## src/rtl/mem_lsu_pkg.sv

```systemverilog
// Shared definitions for the load/store unit: memory aluop codes, the NOP
// register address, the zero word, FSM state encoding and op-class helpers.
package mem_lsu_pkg;

   localparam logic [7:0] OP_LB  = 8'hE0;
   localparam logic [7:0] OP_LBU = 8'hE4;
   localparam logic [7:0] OP_LH  = 8'hE1;
   localparam logic [7:0] OP_LHU = 8'hE5;
   localparam logic [7:0] OP_LW  = 8'hE3;
   localparam logic [7:0] OP_SB  = 8'hE8;
   localparam logic [7:0] OP_SH  = 8'hE9;
   localparam logic [7:0] OP_SW  = 8'hEB;

   localparam logic [4:0]  NOP_REG   = 5'd0;
   localparam logic [31:0] ZERO_WORD = 32'h0;

   typedef enum logic [1:0] {
      S_IDLE = 2'd0,
      S_REQ  = 2'd1,
      S_DONE = 2'd2
   } lsu_state_e;

   function automatic logic is_store_op(input logic [7:0] op);
      return (op == OP_SB) || (op == OP_SH) || (op == OP_SW);
   endfunction

   function automatic logic is_mem_op(input logic [7:0] op);
      return (op == OP_LB) || (op == OP_LBU) || (op == OP_LH) ||
             (op == OP_LHU) || (op == OP_LW) || is_store_op(op);
   endfunction

endpackage

```

## src/rtl/mem_align.sv

```systemverilog
// Byte-lane selection and load extraction for a big-endian 32-bit data bus.
// Purely combinational.
//   aluop_i      : memory operation code
//   addr_lo_i    : low two bits of the effective address
//   store_data_i : raw store operand
//   rdata_i      : bus read word
//   sel_o        : byte-lane enables (bit 3 = bits 31:24)
//   wdata_o      : lane-replicated store data
//   load_data_o  : extracted, sign/zero extended load value
//   misalign_o   : access not naturally aligned for its size
module mem_align
   import mem_lsu_pkg::*;
(
   input  logic [7:0]  aluop_i,
   input  logic [1:0]  addr_lo_i,
   input  logic [31:0] store_data_i,
   input  logic [31:0] rdata_i,
   output logic [3:0]  sel_o,
   output logic [31:0] wdata_o,
   output logic [31:0] load_data_o,
   output logic        misalign_o
);

   logic [7:0]  byte_v;
   logic [15:0] half_v;
   logic [3:0]  half_sel;

   // Big-endian: offset 0 is the most significant byte of the word.
   always_comb begin
      byte_v = rdata_i[31:24];
      case (addr_lo_i)
         2'b00:   byte_v = rdata_i[31:24];
         2'b01:   byte_v = rdata_i[23:16];
         2'b10:   byte_v = rdata_i[15:8];
         default: byte_v = rdata_i[7:0];
      endcase
   end

   assign half_v   = addr_lo_i[1] ? rdata_i[15:0] : rdata_i[31:16];
   assign half_sel = addr_lo_i[1] ? 4'b0011 : 4'b1100;

   always_comb begin
      sel_o       = 4'b0000;
      wdata_o     = store_data_i;
      load_data_o = ZERO_WORD;
      misalign_o  = 1'b0;
      case (aluop_i)
         OP_LB: begin
            sel_o       = 4'b1000 >> addr_lo_i;
            load_data_o = {{24{byte_v[7]}}, byte_v};
         end
         OP_LBU: begin
            sel_o       = 4'b1000 >> addr_lo_i;
            load_data_o = {24'h0, byte_v};
         end
         OP_LH: begin
            sel_o       = half_sel;
            misalign_o  = addr_lo_i[0];
            load_data_o = {{16{half_v[15]}}, half_v};
         end
         OP_LHU: begin
            sel_o       = half_sel;
            misalign_o  = addr_lo_i[0];
            load_data_o = {16'h0, half_v};
         end
         OP_LW: begin
            sel_o       = 4'b1111;
            misalign_o  = |addr_lo_i;
            load_data_o = rdata_i;
         end
         OP_SB: begin
            sel_o   = 4'b1000 >> addr_lo_i;
            wdata_o = {4{store_data_i[7:0]}};
         end
         OP_SH: begin
            sel_o      = half_sel;
            misalign_o = addr_lo_i[0];
            wdata_o    = {2{store_data_i[15:0]}};
         end
         OP_SW: begin
            sel_o      = 4'b1111;
            misalign_o = |addr_lo_i;
         end
         default: ;
      endcase
   end

endmodule

```

## src/rtl/mem_lsu.sv

```systemverilog
// Memory stage load/store unit. Non-memory ops pass straight through to the
// write-back register; aligned memory ops run IDLE -> REQ -> DONE, stalling
// upstream until the bus acknowledges. Misaligned ops raise a one-cycle
// exception (registered, visible the cycle after the op) and issue nothing.
//   clk, rst               : clock, async active-low reset
//   in_*                   : instruction slot from the execute stage
//   dbus_*                 : data bus (word-aligned address, lane enables)
//   mem_wd/wreg/wdata      : result to the write-back pipeline register
//   stallreq               : hold upstream stages
//   exc_misalign/badaddr   : alignment exception pulse and faulting address
module mem_lsu
   import mem_lsu_pkg::*;
#(
   parameter int DW     = 32,
   parameter int AW_REG = 5
) (
   input  logic              clk,
   input  logic              rst,
   input  logic              in_valid,
   input  logic              in_wreg,
   input  logic [AW_REG-1:0] in_wd,
   input  logic [DW-1:0]     in_wdata,
   input  logic [7:0]        in_aluop,
   input  logic [DW-1:0]     in_addr,
   input  logic [DW-1:0]     in_store_data,
   output logic              dbus_req,
   output logic              dbus_we,
   output logic [DW-1:0]     dbus_addr,
   output logic [DW-1:0]     dbus_wdata,
   output logic [3:0]        dbus_sel,
   input  logic              dbus_ack,
   input  logic [DW-1:0]     dbus_rdata,
   output logic [AW_REG-1:0] mem_wd,
   output logic              mem_wreg,
   output logic [DW-1:0]     mem_wdata,
   output logic              stallreq,
   output logic              exc_misalign,
   output logic [DW-1:0]     exc_badaddr
);

   lsu_state_e state_q;
   logic       req_q;
   logic       exc_q;
   logic [DW-1:0] rdata_q;
   logic [DW-1:0] badaddr_q;

   logic [3:0]    sel;
   logic [DW-1:0] st_wdata;
   logic [DW-1:0] ld_data;
   logic          misalign;
   logic          mem_op;
   logic          st_op;
   logic          accept;
   logic          bad;

   mem_align u_align (
      .aluop_i      (in_aluop),
      .addr_lo_i    (in_addr[1:0]),
      .store_data_i (in_store_data),
      .rdata_i      (dbus_rdata),
      .sel_o        (sel),
      .wdata_o      (st_wdata),
      .load_data_o  (ld_data),
      .misalign_o   (misalign)
   );

   assign mem_op = is_mem_op(in_aluop);
   assign st_op  = is_store_op(in_aluop);
   assign accept = (state_q == S_IDLE) && in_valid && mem_op && !misalign;
   assign bad    = (state_q == S_IDLE) && in_valid && mem_op && misalign;

   always_ff @(posedge clk or negedge rst) begin
      if (!rst) begin
         state_q   <= S_IDLE;
         req_q     <= 1'b0;
         rdata_q   <= ZERO_WORD;
         exc_q     <= 1'b0;
         badaddr_q <= ZERO_WORD;
      end else begin
         exc_q <= bad;
         if (bad) badaddr_q <= in_addr;
         case (state_q)
            S_IDLE: begin
               if (accept) begin
                  state_q <= S_REQ;
                  req_q   <= 1'b1;
               end
            end
            S_REQ: begin
               if (dbus_ack) begin
                  // Stores write back zero; only loads carry bus data forward.
                  rdata_q <= st_op ? ZERO_WORD : ld_data;
                  state_q <= S_DONE;
                  req_q   <= 1'b0;
               end
            end
            S_DONE:  state_q <= S_IDLE;
            default: begin
               state_q <= S_IDLE;
               req_q   <= 1'b0;
            end
         endcase
      end
   end

   // Address and store data come straight from the slot, which upstream holds
   // stable while stalled; we/sel are qualified so they only show during REQ.
   assign dbus_req     = req_q;
   assign dbus_we      = req_q & st_op;
   assign dbus_sel     = req_q ? sel : 4'b0000;
   assign dbus_addr    = {in_addr[DW-1:2], 2'b00};
   assign dbus_wdata   = st_wdata;
   assign exc_misalign = exc_q;
   assign exc_badaddr  = badaddr_q;

   always_comb begin
      mem_wd    = AW_REG'(NOP_REG);
      mem_wreg  = 1'b0;
      mem_wdata = ZERO_WORD;
      stallreq  = 1'b0;
      case (state_q)
         S_IDLE: begin
            if (accept) begin
               stallreq = 1'b1;
            end else if (in_valid && !mem_op) begin
               mem_wd    = in_wd;
               mem_wreg  = in_wreg;
               mem_wdata = in_wdata;
            end
         end
         S_REQ:  stallreq = 1'b1;
         S_DONE: begin
            mem_wd    = in_wd;
            mem_wreg  = in_wreg;
            mem_wdata = rdata_q;
         end
         default: ;
      endcase
   end

endmodule

```

## config.mk

```make
export PLATFORM = sky130hd
export DESIGN_NAME = mem_lsu
export DESIGN_NICKNAME = d
export VERILOG_FILES = /design/src/rtl/mem_lsu_pkg.sv /design/src/rtl/mem_align.sv /design/src/rtl/mem_lsu.sv
export SDC_FILE = /design/constraint.sdc
export NUM_CORES = 1
export LEC_CHECK = 0
export CORE_MARGIN = 5
export CORE_UTILIZATION = 37
export CTS_CLUSTER_DIAMETER = 150
export DETAILED_ROUTE_END_ITERATION = 12
export PLACE_DENSITY = 0.81
export SKIP_CTS_REPAIR_TIMING = 1
export SLEW_MARGIN = 40
export SYNTH_ARGS = -nofsm -noshare
export SYNTH_HDL_FRONTEND = slang
export SYNTH_SLANG_ARGS = --single-unit
export TNS_END_PERCENT = 20
```

## constraint.sdc

```tcl
create_clock -name clk -period 2.1 [get_ports clk]
set_clock_uncertainty 0.1 [all_clocks]
set_input_delay 0.315 -clock clk [delete_from_list [all_inputs] [get_ports clk]]
set_output_delay 0.315 -clock clk [all_outputs]
set_load 0.005 [all_outputs]
```

Word-level counts from Yosys, hierarchy flattened
Index checks and enable logic that the tools add are counted.
W data, S select, Z words.
- equal/unequal tests: 14
- shift operators: 1
- muxes and demuxes: 26
- bitwise logic cells: 2
- reductions and logical operators: 23
- operators with widths (cell ; number):
    $pmux W32 S5 ; 1
    $pmux W32 S2 ; 2
    $mux W32 ; 3
    $eq A8 B8 Y1 const B ; 8
    $pmux W8 S3 ; 1
    $mux W16 ; 1
    $pmux W4 S3 ; 1
    $mux W5 ; 2
    $pmux W5 S2 ; 1
    $mux W4 ; 2
    $logic_or A1 B1 Y1 ; 7
    $pmux W1 S2 ; 3
    $reduce_or A3 Y1 ; 2
    $logic_and A1 B1 Y1 ; 5
    $mux W1 ; 5
    $eq A2 B1 Y1 const B ; 2
    $eq A2 B2 Y1 const B ; 2
    $logic_not A2 Y1 ; 2
    $mux W2 ; 2
    $ne A2 B2 Y1 const B ; 2
    $pmux W2 S2 ; 1
    $reduce_and A2 Y1 ; 2
    $reduce_or A2 Y1 ; 2
    $shr A4 B2 Y4 const A ; 1
    5 further kinds ; 6
- register bits: 68
- input port bits: 146
- output and inout port bits: 142

Logic depth before layout (Yosys ltp)
- depth after elaboration: 11
- mapped depth: 8
- mapped depth without buffers: 5

Hierarchy
From an unflattened synthesis, not the netlist that was laid out.
- cell total of the unflattened synthesis: 495
- area, all modules: 4867.2 um^2
- modules (own cells, without submodules) (module ; instances ; cells an instance ; area each (um^2) ; sequential area each (um^2)):
    mem_lsu ; 1 ; 329 ; 3410.8 ; 1701.6
    mem_align ; 1 ; 166 ; 1456.4 ; 0.0

Worst setup path after synthesis
No wires, ideal clock.
- kind: in2out
- start point: input port in_aluop[4]
- end point: output port dbus_wdata[20]
- data arrival time: 1568 ps
- slack: 117 ps
- stages on the path: 6
- buffers on the path: 2
- cells stage by stage: nand4b_4 > nor3b_1 > nor2b_1 > buf_2 > buf_4 > mux2_1
- word-level cells in the longest chain between the ends: 2
- elaborated cells between the ends (all ways): 3
- those cells by class: eq/ne: 2; mux: 1
- RTL lines (element ; line ; RTL):
    start, declared ; mem_lsu.sv:23 ; input logic [7:0] in_aluop,
    $eq A8 B8 Y1 ; mem_align.sv:47 ; case (aluop_i)
    $pmux W32 S2 (*) ; mem_align.sv:47 ;
    end, declared ; mem_lsu.sv:29 ; output logic [DW-1:0] dbus_wdata,
Mark *: on every way between the ends. The rest lies on a longest branch, timed or not.

Final worst setup path
- start point: register state_q[1]
- end point: output port mem_wdata[23]
- word-level cells in the longest chain between the ends: 6
- elaborated cells between the ends (all ways): 7
- those cells by class: eq/ne: 1; mux: 2; reduce/logical: 4
- RTL lines (element ; line ; RTL):
    start, declared ; mem_lsu.sv:41 ; lsu_state_e state_q;
    start signal, assigned ; mem_lsu.sv:74 ; state_q <= S_IDLE;
    start signal, assigned ; mem_lsu.sv:85 ; state_q <= S_REQ;
    start signal, assigned ; mem_lsu.sv:93 ; state_q <= S_DONE;
    $logic_not A2 Y1 ; mem_lsu.sv:69, mem_lsu.sv:121 ;
    $logic_and A1 B1 Y1 (3 in a row) ; mem_lsu.sv:69 ; assign accept = (state_q == S_IDLE) && in_valid && mem_op && !misalign;
    $mux W32 ; mem_lsu.sv:123 ; if (accept) begin
    $pmux W32 S2 (*) ; mem_lsu.sv:121 ; case (state_q)
    end, declared ; mem_lsu.sv:35 ; output logic [DW-1:0] mem_wdata,
Marks and branches as above.

==> reports/results.tsv <==
metric	value	unit
status	complete, but fails checks	
failing checks	setup timing	
RSZ-0062 raised after global routing	true	
top-area cell type share of the netlist area	37.6	%
I/O Buffers	285	
Max Buffers Root-to-Sink	2	
Startpoint Class	flip-flop	
initial antenna violation count	0	
Total Die Area	0.0145	mm²
Total GRT Usage	22.8	%
worst-path fanout max	4	
CP arrival	1890	ps
Overflow after GRT	0	
kind of cell adding the most delay to the critical path	buffers and inverters	
Logic pwr share	26.0	%
Max-slew headroom	51.7	%
Syn Area/Cell	10.1	µm²
met1 Use GR	25.2	%
CP max-delay cell	dfrtp_1	
GR Layer Usage met2	40.9	%
mux cell area share after synthesis	19.2	%
asr flop ratio synth	100	%
XOR/XNOR Fraction of Synth Area	0	%
Synth Area in Compound Gates	21.8	%
Final setup viols	40	
Internal Power	3.14	mW
most common library cell in the layout ignoring fill and taps	clkdlybuf4s50_1	
largest net degree at the start of global routing	38	
Synth Warn #	0	
min-delay worst type	in2async	
P&R area growth vs syn	81.1	%
Die Y	121	µm
worst reg2reg setup slack	340	ps
power per cell area	503	mW/mm²
critical-path cell list	nor2_2 -> and2_4 -> nor2b_4 -> buf_4 -> clkbuf_16 -> buf_4 -> a22o_1 -> clkbuf_2	
Hold Worst Slack	378	ps
Site Rows	40	
cells on worst reg2reg path	7	
share of power burned in registers	33.3	%
post-route DRC violation count	0	
fin. max-slew vios	0	
Initial Util	37.7	%
simple-gate area share of the yosys netlist	10.3	%
post-route setup slack	-206	ps
sequential area share after synthesis	37.6	%
main combinational cell family by area after synthesis	compound AO/OA/AOI/OAI gates	
core area	0.0120	mm²
Clk pwr share	40.6	%
Clk Latency, worst-skew pair	330	ps
final worst path period need	2310	ps
cell mode on critical path	buf_4	
routability cong.	0.894	
Max Cap Viol	0	
Crit Path Class	reg2out	
clock root buffer	clkbuf_16	
FF+latch count, synth	68	
Clk pin slew, worst setup/hold paths	60	ps
Cell Area, Synth	0.00452	mm²
critical path capture point type	primary output	
CP startpoint	state_q[1]$_DFFE_PN0P_	
Final Cycle Share	110	%
Post-synth EDFFs	0	
ANT nets after route	0	
TritonRoute pass-1 iters	4	
peak supply drop	0.428	mV
r2r endpoint	exc_badaddr[3]$_DFFE_PN0P_	
Leakage	4.20	nW
Final nets	898	
largest cells by area after synthesis	dfrtp_1 (38%), mux2_4 (9.6%), a22o_1 (9.3%)	
vias in the first global route	4978	
most used routing layer	met2	
synth unique cells	46	
area leader, netlist	dfrtp_1	
wire length of the first global-routing pass	26.2	mm
r2r startpoint	state_q[1]$_DFFE_PN0P_	
worst path bufs/invs	4	
DR WL/cell	19.9	µm
Vias	4741	
Sw Ratio	23.9	%
CP required	1680	ps
fin util	68.2	%
Final HPWL DP	14.1	mm
met3 Track Usage GR	6.97	%
WL final	18.0	mm
Net Switching	0.986	mW
final hold violation count	0	
Num CTS Buffers	9	
crit-path max cell delay	410	ps
commonest non-fill, non-tap cells in the layout	clkdlybuf4s50_1 (208), dfrtp_1 (68), buf_4 (57)	
Achievable Freq	434	MHz
H-tree depth	3	
total chip power	4.12	mW
Top Ports	288	
Post-synth top flop	dfrtp_1	
Iteration-0 DRC Markers	207	
clk sinks	68	
share of cells above drive strength 1	29.9	%
Die Wd	121	µm
Post-Syn Instances	448	
TritonCTS clock tree	yes	
Least-Margin Pin Slew	725	ps
drt via density	5.24	
adder-cell share of the synthesized area	0	%
antenna cells	0	
## metrics by stage
step,area [µm²],TNS [ps],std cells,setup WS [ps]
floorplan,4530,0,449,117
global placement,7550,-65460,863,-768
detailed placement,7550,-69760,863,-803
CTS,7890,-50870,879,-820
global route,8200,-6770,904,-274
finish,8200,-3270,904,-206
## synthesized netlist by cell type (2+ instances only)
master,count
mux2_1,4
a21oi_1,28
buf_2,12
mux2_2,18
o21ai_0,19
a21o_1,12
nand2_1,38
nor2b_1,5
nand3_1,10
nand2b_1,3
o2bb2ai_1,4
a22o_1,48
buf_6,4
nor3_1,2
mux2_4,29
mux2i_1,17
nor2_1,24
a2bb2oi_1,4
or2_2,2
o21a_1,6
clkbuf_1,15
o21ai_1,7
buf_4,42
o31ai_1,2
dfrtp_1,68
and2_1,2
inv_1,4
## sequential cells by signal (all words and copies together), names as in the netlist
register      cells
exc_badaddr      32
rdata_q          32
state_q           2
dbus_req          1
exc_misalign      1
## worst register-to-register path: cells and delay by family (launching register included)
family                 cells  cell delay (ps)
and+or+nand+nor            3              310
buffers and inverters      3              470
DFF                        1              400
muxes                      1              370
## power groups by stage
| stage | Sequential, mW | Combinational (mW) | Clock, mW |
|---|---|---|---|
| detailed placement | 1.40 | 1.05 | 0 |
| floorplan | 1.40 | 0.364 | 0 |
| global route | 1.38 | 1.15 | 1.76 |
| finish | 1.37 | 1.07 | 1.67 |
| CTS | 1.37 | 1.05 | 1.71 |
| global placement | 1.39 | 1.03 | 0 |
## worst max path at each step
stage / to / slack [ps] / cells past startpoint
2_1_floorplan: dbus_wdata[20] / 120 / 6
3_3_place_gp: dbus_wdata[16] / -770 / 7
3_5_place_dp: dbus_wdata[18] / -800 / 7
4_1_cts: dbus_wdata[18] / -820 / 7
5_1_grt: mem_wdata[23] / -270 / 8
6_report: mem_wdata[23] / -210 / 8
## logic make-up after synthesis
| family | Yosys count |
|---|---|
| mux | 69 |
| buf+inv | 79 |
| simple gates | 95 |
| compound gates | 136 |
| flops | 68 |
| other cells | 1 |
## layer usage
metal  part of all wire (%)  vias to the layer above
li1                       -                     2195
met1                     37                     2253
met2                     50                      252
met3                    9.6                       41
met4                    3.5                        0
met5                      0                        -
## layout make-up
cell class,count,area [µm²]
fill,916,3820
timing repair buffer,366,3500
multi-input combinational,302,2450
sequential,68,1700
clock buffer,11,253
tap,147,184
clock inverter,5,83.8
inverter,5,18.8
(Power assumes the default switching activity.)
